### config.mk
export PLATFORM = sky130hd
export DESIGN_NAME = key_debounce_pulse_flat
export DESIGN_NICKNAME = d
export VERILOG_FILES = /design/src/rtl/key_debounce_pkg.sv /design/src/rtl/key_debounce_pulse_if.sv /design/src/rtl/key_debounce_cell.sv /design/src/rtl/key_debounce_pulse.sv /design/src/flat_wrapper.sv
export SDC_FILE = /design/constraint.sdc
export NUM_CORES = 1
export LEC_CHECK = 0
export CAP_MARGIN = 20
export CELL_PAD_IN_SITES_DETAIL_PLACEMENT = 1
export CELL_PAD_IN_SITES_GLOBAL_PLACEMENT = 2
export CORE_AREA = 8 8 108 110
export CTS_CLUSTER_DIAMETER = 40
export CTS_CLUSTER_SIZE = 25
export DETAILED_ROUTE_END_ITERATION = 10
export DIE_AREA = 0 0 116 118
export HOLD_SLACK_MARGIN = 0.02
export MAX_ROUTING_LAYER = met4
export PLACE_DENSITY = 0.89
export SYNTH_ARGS = -nofsm -noshare
export SYNTH_HDL_FRONTEND = slang
export SYNTH_HIERARCHICAL = 1
export SYNTH_SLANG_ARGS = --single-unit
### constraint.sdc
create_clock -name clk -period 5.7 [get_ports clk]
set_input_delay 1.14 -clock clk [delete_from_list [all_inputs] [get_ports clk]]
set_output_delay 1.14 -clock clk [all_outputs]
set_load 0.05 [all_outputs]
### src/rtl/key_debounce_pkg.sv
// Shared types and constants for the push-button conditioning front end.
package key_debounce_pkg;

    // Per-key debounce FSM state.
    typedef enum logic [1:0] {
        IDLE      = 2'd0,
        PRESS_DEB = 2'd1,
        PRESSED   = 2'd2,
        REL_DEB   = 2'd3
    } key_state_t;

    // Button bit positions on key_in / key_value / key_held.
    localparam int unsigned KEY_REFUND = 0;
    localparam int unsigned KEY_HALF   = 1;
    localparam int unsigned KEY_ONE    = 2;

    // 20 ms at 50 MHz.
    localparam int unsigned DEB_CYCLES_DEFAULT = 1_000_000;
    localparam int unsigned CNT_W_DEFAULT      = 20;

    // A key counts as held from acceptance until its release is confirmed.
    function automatic logic state_is_held(key_state_t s);
        return (s == PRESSED) || (s == REL_DEB);
    endfunction

endpackage

### src/rtl/key_debounce_pulse_if.sv
// Button bundle between the board pins / test harness and the debounce stage.
interface key_debounce_pulse_if #(
    parameter int unsigned N_KEYS = 3
) ();

    logic [N_KEYS-1:0] key_in;     // raw, active-low
    logic [N_KEYS-1:0] key_value;  // one-cycle press pulse, active-low
    logic [N_KEYS-1:0] key_held;   // debounced level, active-high

    modport master (
        output key_in,
        input  key_value,
        input  key_held
    );

    modport slave (
        input  key_in,
        output key_value,
        output key_held
    );

endinterface

### src/rtl/key_debounce_cell.sv
// One button: two-flop synchroniser, debounce FSM and stability counter.
// pulse_req is high for the single cycle on which a press is accepted.
module key_debounce_cell
    import key_debounce_pkg::*;
#(
    parameter int unsigned DEB_CYCLES = DEB_CYCLES_DEFAULT,
    parameter int unsigned CNT_W      = CNT_W_DEFAULT
) (
    input  logic clk,
    input  logic rst_n,
    input  logic key_raw,
    output logic pulse_req,
    output logic held
);

    localparam logic [CNT_W-1:0] CNT_LAST = CNT_W'(DEB_CYCLES - 1);

    logic             sync1_q, sync2_q;
    logic             key_s;
    key_state_t       state_q, state_d;
    logic [CNT_W-1:0] cnt_q, cnt_d;
    logic             held_q, held_d;

    assign key_s = sync2_q;

    // Synchroniser: resets to the released level so reset never looks like a press.
    always_ff @(posedge clk or negedge rst_n) begin
        if (!rst_n) begin
            sync1_q <= 1'b1;
            sync2_q <= 1'b1;
        end else begin
            sync1_q <= key_raw;
            sync2_q <= sync1_q;
        end
    end

    // Next state: a bounce always wins over a counter that has just expired.
    always_comb begin
        state_d   = state_q;
        cnt_d     = cnt_q;
        pulse_req = 1'b0;
        unique case (state_q)
            IDLE: begin
                if (!key_s) begin
                    state_d = PRESS_DEB;
                    cnt_d   = '0;
                end
            end
            PRESS_DEB: begin
                if (key_s) begin
                    state_d = IDLE;
                    cnt_d   = '0;
                end else if (cnt_q == CNT_LAST) begin
                    state_d   = PRESSED;
                    cnt_d     = '0;
                    pulse_req = 1'b1;
                end else begin
                    cnt_d = cnt_q + 1'b1;
                end
            end
            PRESSED: begin
                if (key_s) begin
                    state_d = REL_DEB;
                    cnt_d   = '0;
                end
            end
            REL_DEB: begin
                if (!key_s) begin
                    state_d = PRESSED;
                    cnt_d   = '0;
                end else if (cnt_q == CNT_LAST) begin
                    state_d = IDLE;
                    cnt_d   = '0;
                end else begin
                    cnt_d = cnt_q + 1'b1;
                end
            end
            default: begin
                state_d = IDLE;
                cnt_d   = '0;
            end
        endcase
        held_d = state_is_held(state_d);
    end

    // State, counter and registered held level.
    always_ff @(posedge clk or negedge rst_n) begin
        if (!rst_n) begin
            state_q <= IDLE;
            cnt_q   <= '0;
            held_q  <= 1'b0;
        end else begin
            state_q <= state_d;
            cnt_q   <= cnt_d;
            held_q  <= held_d;
        end
    end

    assign held = held_q;

endmodule

### src/rtl/key_debounce_pulse.sv
// Debounce front end for the vending-machine buttons (refund, 0.5 coin, 1 coin).
// One pulse per accepted press on the active-low key_value, plus a held level.
// Optional: define KEY_LOCKOUT_EN to let a held key suppress pulses from all others,
// with the lowest index winning when several keys qualify together.
module key_debounce_pulse
    import key_debounce_pkg::*;
#(
    parameter int unsigned N_KEYS     = 3,
    parameter int unsigned DEB_CYCLES = DEB_CYCLES_DEFAULT,
    parameter int unsigned CNT_W      = CNT_W_DEFAULT
) (
    input  logic                 clk,
    input  logic                 rst_n,
    key_debounce_pulse_if.slave  bus
);

    logic [N_KEYS-1:0] pulse_req;
    logic [N_KEYS-1:0] held;
    logic [N_KEYS-1:0] grant;
    logic [N_KEYS-1:0] key_value_q, key_value_d;

    for (genvar i = 0; i < N_KEYS; i++) begin : g_cell
        key_debounce_cell #(
            .DEB_CYCLES (DEB_CYCLES),
            .CNT_W      (CNT_W)
        ) u_cell (
            .clk       (clk),
            .rst_n     (rst_n),
            .key_raw   (bus.key_in[i]),
            .pulse_req (pulse_req[i]),
            .held      (held[i])
        );
    end

`ifdef KEY_LOCKOUT_EN
    // Lockout: a qualifying key is never itself held, so any held key blocks it.
    always_comb begin
        logic taken;
        grant = '0;
        taken = 1'b0;
        if (held == '0) begin
            for (int i = 0; i < N_KEYS; i++) begin
                if (pulse_req[i] && !taken) begin
                    grant[i] = 1'b1;
                    taken    = 1'b1;
                end
            end
        end
    end
`else
    // Independent keys: every accepted press pulses.
    always_comb begin
        grant = pulse_req;
    end
`endif

    // Active-low pulse value for the output register.
    always_comb begin
        key_value_d = ~grant;
    end

    // Output register: key_value falls on the same edge that held rises.
    always_ff @(posedge clk or negedge rst_n) begin
        if (!rst_n) begin
            key_value_q <= '1;
        end else begin
            key_value_q <= key_value_d;
        end
    end

    assign bus.key_value = key_value_q;
    assign bus.key_held  = held;

endmodule

### src/flat_wrapper.sv
// flat-port wrapper written by rule: the top's interface ports become plain ports
module key_debounce_pulse_flat import key_debounce_pkg::*;
#(
    parameter int unsigned N_KEYS     = 3,
    parameter int unsigned DEB_CYCLES = DEB_CYCLES_DEFAULT,
    parameter int unsigned CNT_W      = CNT_W_DEFAULT
)
  (clk, rst_n, bus_key_in, bus_key_value, bus_key_held);
  key_debounce_pulse_if #(.N_KEYS(N_KEYS)) bus_i ();
  input  logic clk;
  input  logic rst_n;
  input wire logic [$bits(bus_i.key_in)-1:0] bus_key_in;
  output wire logic [$bits(bus_i.key_value)-1:0] bus_key_value;
  output wire logic [$bits(bus_i.key_held)-1:0] bus_key_held;
  assign bus_i.key_in = bus_key_in;
  assign bus_key_value = bus_i.key_value;
  assign bus_key_held = bus_i.key_held;
  key_debounce_pulse #(.N_KEYS(N_KEYS), .DEB_CYCLES(DEB_CYCLES), .CNT_W(CNT_W)) u_core (.clk(clk), .rst_n(rst_n), .bus(bus_i));
endmodule
Word level (Yosys, flattened, before mapping)

Cells that the tools add are included.

Bits in registers: 78
Word-level logic and storage cells: 101
Output and inout bits: 6
Bits of input ports: 5

Mux-type cells: 48
Bitwise operators: 1
$add $sub $neg: 3
Eq/ne operators: 24
Reduce and logical (&&, ||, !) cells: 9

Operators by type and width:

| operator              | number |
|---|---|
| $mux 20               | 15 |
| $pmux 20 s4           | 3 |
| $add 20x1->20 const B | 3 |
| $eq 20x20->1 const B  | 3 |
| $mux 2                | 18 |
| $eq 2x2->1 const B    | 12 |
| $pmux 2 s4            | 3 |
| $ne 2x2->1 const B    | 6 |
| $mux 1                | 9 |
| $eq 2x1->1 const B    | 3 |
| $logic_not 2->1       | 3 |
| $reduce_and 2->1      | 3 |
| $logic_or 1x1->1      | 3 |
| $not 3->3             | 1 |

Longest topological paths before layout

Depth in word-level cells: 6
Gate-level depth with buffers: 8
Mapped depth without buffers: 6

Cells and area by module

The synthesis kept the hierarchy.

By module, submodules not included:

| module             | cells each | sequential area each (µm²) | instances | area each (µm²) |
|---|---|---|---|---|
| key_debounce_cell  | 144        | 628.1                      | 3         | 1,322.5 |
| key_debounce_pulse | 6          | 78.8                       | 1         | 90.1 |

Worst setup path before layout

Ideal clock, no wire load.

Kind: flip-flop to flip-flop
Start: reg u_core.g_cell[0].u_cell.cnt_q[0]
End: reg u_core.g_cell[0].u_cell.cnt_q[17]
Cell stages (with the launch flop): 8
Arrival time: 1.832 ns
Path slack: 3.799 ns
Setup time: 0.069 ns
Period minus slack after synthesis: 1.901 ns
Buffers on the path: 1
Required time: 5.631 ns
Cells stage by stage: dfrtp_1 > ha_1 > and4_4 > buf_6 > and4_4 > a21o_1 > or4_1 > nand3_1

Longest elaborated chain between the ends: 4
Elaborated cells between the ends (all ways): 6
Those cells by class: add/sub (1); eq/ne (1); mux (4)

Ends and longest elaborated chain:

| element                                       | RTL line                                         | source |
|---|---|---|
| start: declaration                            | key_debounce_cell.sv:21                          | `logic [CNT_W-1:0] cnt_q, cnt_d;` |
| start signal: assignment                      | key_debounce_cell.sv:94                          | `cnt_q <= cnt_d;` |
| $add 20x1->20 or $eq 20x20->1 (tied branches) | -                                                |  |
| $mux 20 *                                     | key_debounce_cell.sv:53, key_debounce_cell.sv:71 |  |
| $mux 20 (on tied branches)                    | key_debounce_cell.sv:68, key_debounce_cell.sv:50 |  |
| $pmux 20 s4 *                                 | key_debounce_cell.sv:42                          | `unique case (state_q)` |

Every way passes the cells marked *; elsewhere a longest branch is shown, timed or not.
A chain may end at the register's enable or synchronous reset.

Worst setup path in the final report

Start: reg u_core.key_value_q[1], in the netlist u_core/bus.key_value[1]
End: out bus_key_value[1]

RTL lines:

| element                  | RTL line                 | source |
|---|---|---|
| start: declaration       | key_debounce_pulse.sv:20 | `logic [N_KEYS-1:0] key_value_q, key_value_d;` |
| start signal: assignment | key_debounce_pulse.sv:67 | `key_value_q <= key_value_d;` |
| end: declaration         | flat_wrapper.sv:13       | `output wire logic [$bits(bus_i.key_value)-1:0] bus_key_value;` |

No word-level cell between the ends.

==> flow_summary.ini <==
[status]
status = finished clean

[logic_synthesis]
synth_cells = 438
syn_area_mm2 = 0.00406
synth_edf_count = 0
synth-seq-cells = 78
syn_avg_cell_area_um2 = 9.26
synth_ff_type = dfrtp_1
synthAdderAreaFrac_pct = 0.925
async_reset_ff_share_pct = 100
synth_top_family_by_area = simple AND/OR/NAND/NOR gates
synth_compound_area_share_pct = 20.7
netlist_top_cells_area = dfrtp_1 43%, nand2_1 6.4%, dfstp_2 5.8%
netlist.area_leader.share_pct = 42.6
synthMuxAreaShare_pct = 0
yosys_warnings = 6
synth_cell_type_count = 38
synth-seq-area-share_pct = 48.4
syn_nets = 446
synth_xor_area_share_pct = 0.648
synthTopCellsByCount = 69 x dfrtp_1, 69 x nand2_1, 33 x nand3_1, 33 x o21ai_0, 24 x a31oi_1
synthSimpleGateAreaFrac_pct = 24.7
synth_top_area_cell = dfrtp_1

[timing]
rsz0062_at_grt = false
relSlewSlack_pct = 39.6
timing.fmax_ghz = 0.354
hold_viol_final = 0
worst_slew_pin_slew_ps = 903
finalCriticalPeriod_ps = 2830
skew_ps = 11.8
period_share_pct = 49.6
slew_violations = 0
setup_tns_ps = 0
finalSetupViolations = 0

[finish]
stdcell_count = 586
diodes = 0
fillerInstances = 1179
final_nets = 453
area_growth_pct = 9.50
final_layout_size_suffix_gt1_share_pct = 11.3

[grt]
grt_max_degree = 79
antenna_found_initial = 0
grt_use_total_pct = 15.9
grt_pass1_wl_um = 17500
gr-total-overflow = 0
grt_pass1_vias = 3560

[worst_hold_path]
min_path_type = flop to flop

[clocking]
cts_hold_buf = 0
clock_sinks = 78
cts_resized = 0
h-tree-depth = 3
cts_root_buf = clkbuf_8
cts_tree = yes
clkTransAtPathRegs_ps = 100
cts_buffer_depth = 2
cts_buffers = 9
post_cts_buffers = 0
clock_latency_ps = 360

[detailed_routing]
vias = 3425
first_pass_iters = 4
drc = 0
ant_nets = 0
routedWlPerCell_um = 16.9
via_per_inst = 5.84
drt_iter0_drc = 194
wl_um = 9910

[worst_setup_path]
crit_path_end_kind = output pin
cp_slowest_cell = clkdlybuf4s50_1
path_cells = clkdlybuf4s50_1
cpPeakStageDelay_ps = 790
crit_buf_inv = 1
arrival_ps = 1690
worstSetupPathType = flop to output pin
crit_family = buffers and inverters
crit_required_ps = 4560
rrSetupSlack_ps = 3240
cp_max_fo = 1
cp-start-kind = flop

[floorplan]
die_area_mm2 = 0.0137
core_area_mm2 = 0.0100
initial_core_util_pct = 40.6
die-height_um = 118
fp-row-count = 37
ios = 11
die_x_um = 116

[power_and_ir_drop]
power.density_mw_per_mm2 = 233
seq_power_share_pct = 55.0
p_sw_uw = 287
vdd_drop_max_uv = 127
swShare_pct = 27.8
leakage_uw = 0.00178
clockPowerShare_pct = 39.3
cell_internal_pwr_uw = 748
p_comb_share_pct = 5.7

[place]
portBuffers = 10
place_inst = 569
gp_congestion = 0.756
hpwlAfterDp_um = 6670

[run]
max-cap-violations = 0
## flip-flops by register name, indices dropped and copies added, names as in the netlist
register	cells
u_core/g_cell.u_cell/cnt_q	60
u_core/g_cell.u_cell/state_q	6
u_core/g_cell.u_cell/sync1_q	3
u_core/g_cell.u_cell/key_s	3
u_core/g_cell.u_cell/held	3
u_core/bus.key_value	3
## worst paths after layout
path | to | cells past startpoint | startpoint
worst min-delay path | u_core/g_cell[1].u_cell/key_s$_DFF_PN1_ | 0 | u_core/g_cell[1].u_cell/sync1_q$_DFF_PN1_
min in group asynchronous | u_core/g_cell[2].u_cell/cnt_q[13]$_DFFE_PN0P_ | 1 | rst_n
worst max-delay path | bus_key_value[1] | 1 | u_core/bus.key_value[1]$_DFF_PN1_
worst min register to register | u_core/g_cell[1].u_cell/key_s$_DFF_PN1_ | 0 | u_core/g_cell[1].u_cell/sync1_q$_DFF_PN1_
worst max register to register | u_core/g_cell[2].u_cell/cnt_q[3]$_DFFE_PN0P_ | 7 | u_core/g_cell[2].u_cell/cnt_q[0]$_DFFE_PN0P_
max in group asynchronous | u_core/g_cell[0].u_cell/key_s$_DFF_PN1_ | 2 | rst_n
## metal layers
| layer | global-route usage, % | wire length [um] |
|---|---|---|
| met1 | 20.7 | 4890 |
| met3 | 3.44 | 263 |
| met5 | - | 0 |
| met2 | 24.6 | 4670 |
| met4 | 3.65 | 82 |
## power groups by stage
stage / clock (uW) / combinational [uW] / sequential, uW
after floorplan: 0 / 34.5 / 579
after global placement: 0 / 54.9 / 580
after detailed placement: 0 / 57.0 / 580
after CTS: 423 / 57.1 / 570
after global routing: 443 / 66.4 / 572
final: 407 / 58.5 / 570
## logic make-up after synthesis
logic type	count (synthesis)
XOR/XNOR	3
flip-flops	78
AND/OR/NAND/NOR	189
buffers and inverters	36
adder cells (fa/ha/maj)	3
AO/OA/AOI/OAI	129
## layout by cell type (no fill, tap or decap), drive strengths merged, types with 5 or more instances in the layout
master,instances
nand2,69
nand2b,6
o21ai,36
and2,9
or3,9
buf,5
clkdlybuf4s50,9
clkbuf,9
nor3,12
o211ai,9
nor2,12
and4,9
nand3,36
a21oi,21
inv,23
nand4,6
a31oi,24
nor4,6
or4,6
a41oi,9
a22o,6
dfstp,9
a21o,9
dfrtp,69
and3,6
## final cells by class
type | count | area (um^2) | share of cell area, %
repair buffers | 14 | 148 | 3.32
multi-input cells | 324 | 1910 | 42.9
clock buffers | 9 | 124 | 2.79
clock inverters | 7 | 63.8 | 1.44
flip-flops and latches | 78 | 1960 | 44.2
inverters | 18 | 67.6 | 1.52
well taps | 136 | 170 | 3.83
## metrics by stage
stage / util, % / cell area, um^2 / power (uW) / setup slack, ps / hold WS (ps)
final: 44.4 / 4440 / 1040 / 2870 / 362
after global routing: 44.4 / 4440 / 1080 / 2830 / 369
after CTS: 44.2 / 4420 / 1050 / 2850 / 363
after detailed placement: 42.3 / 4230 / 638 / 3270 / 348
after global placement: 42.3 / 4230 / 635 / 3260 / 346
after floorplan: - / 4060 / 613 / 3800 / 345
No activity file was read; power rests on OpenSTA's default activity.
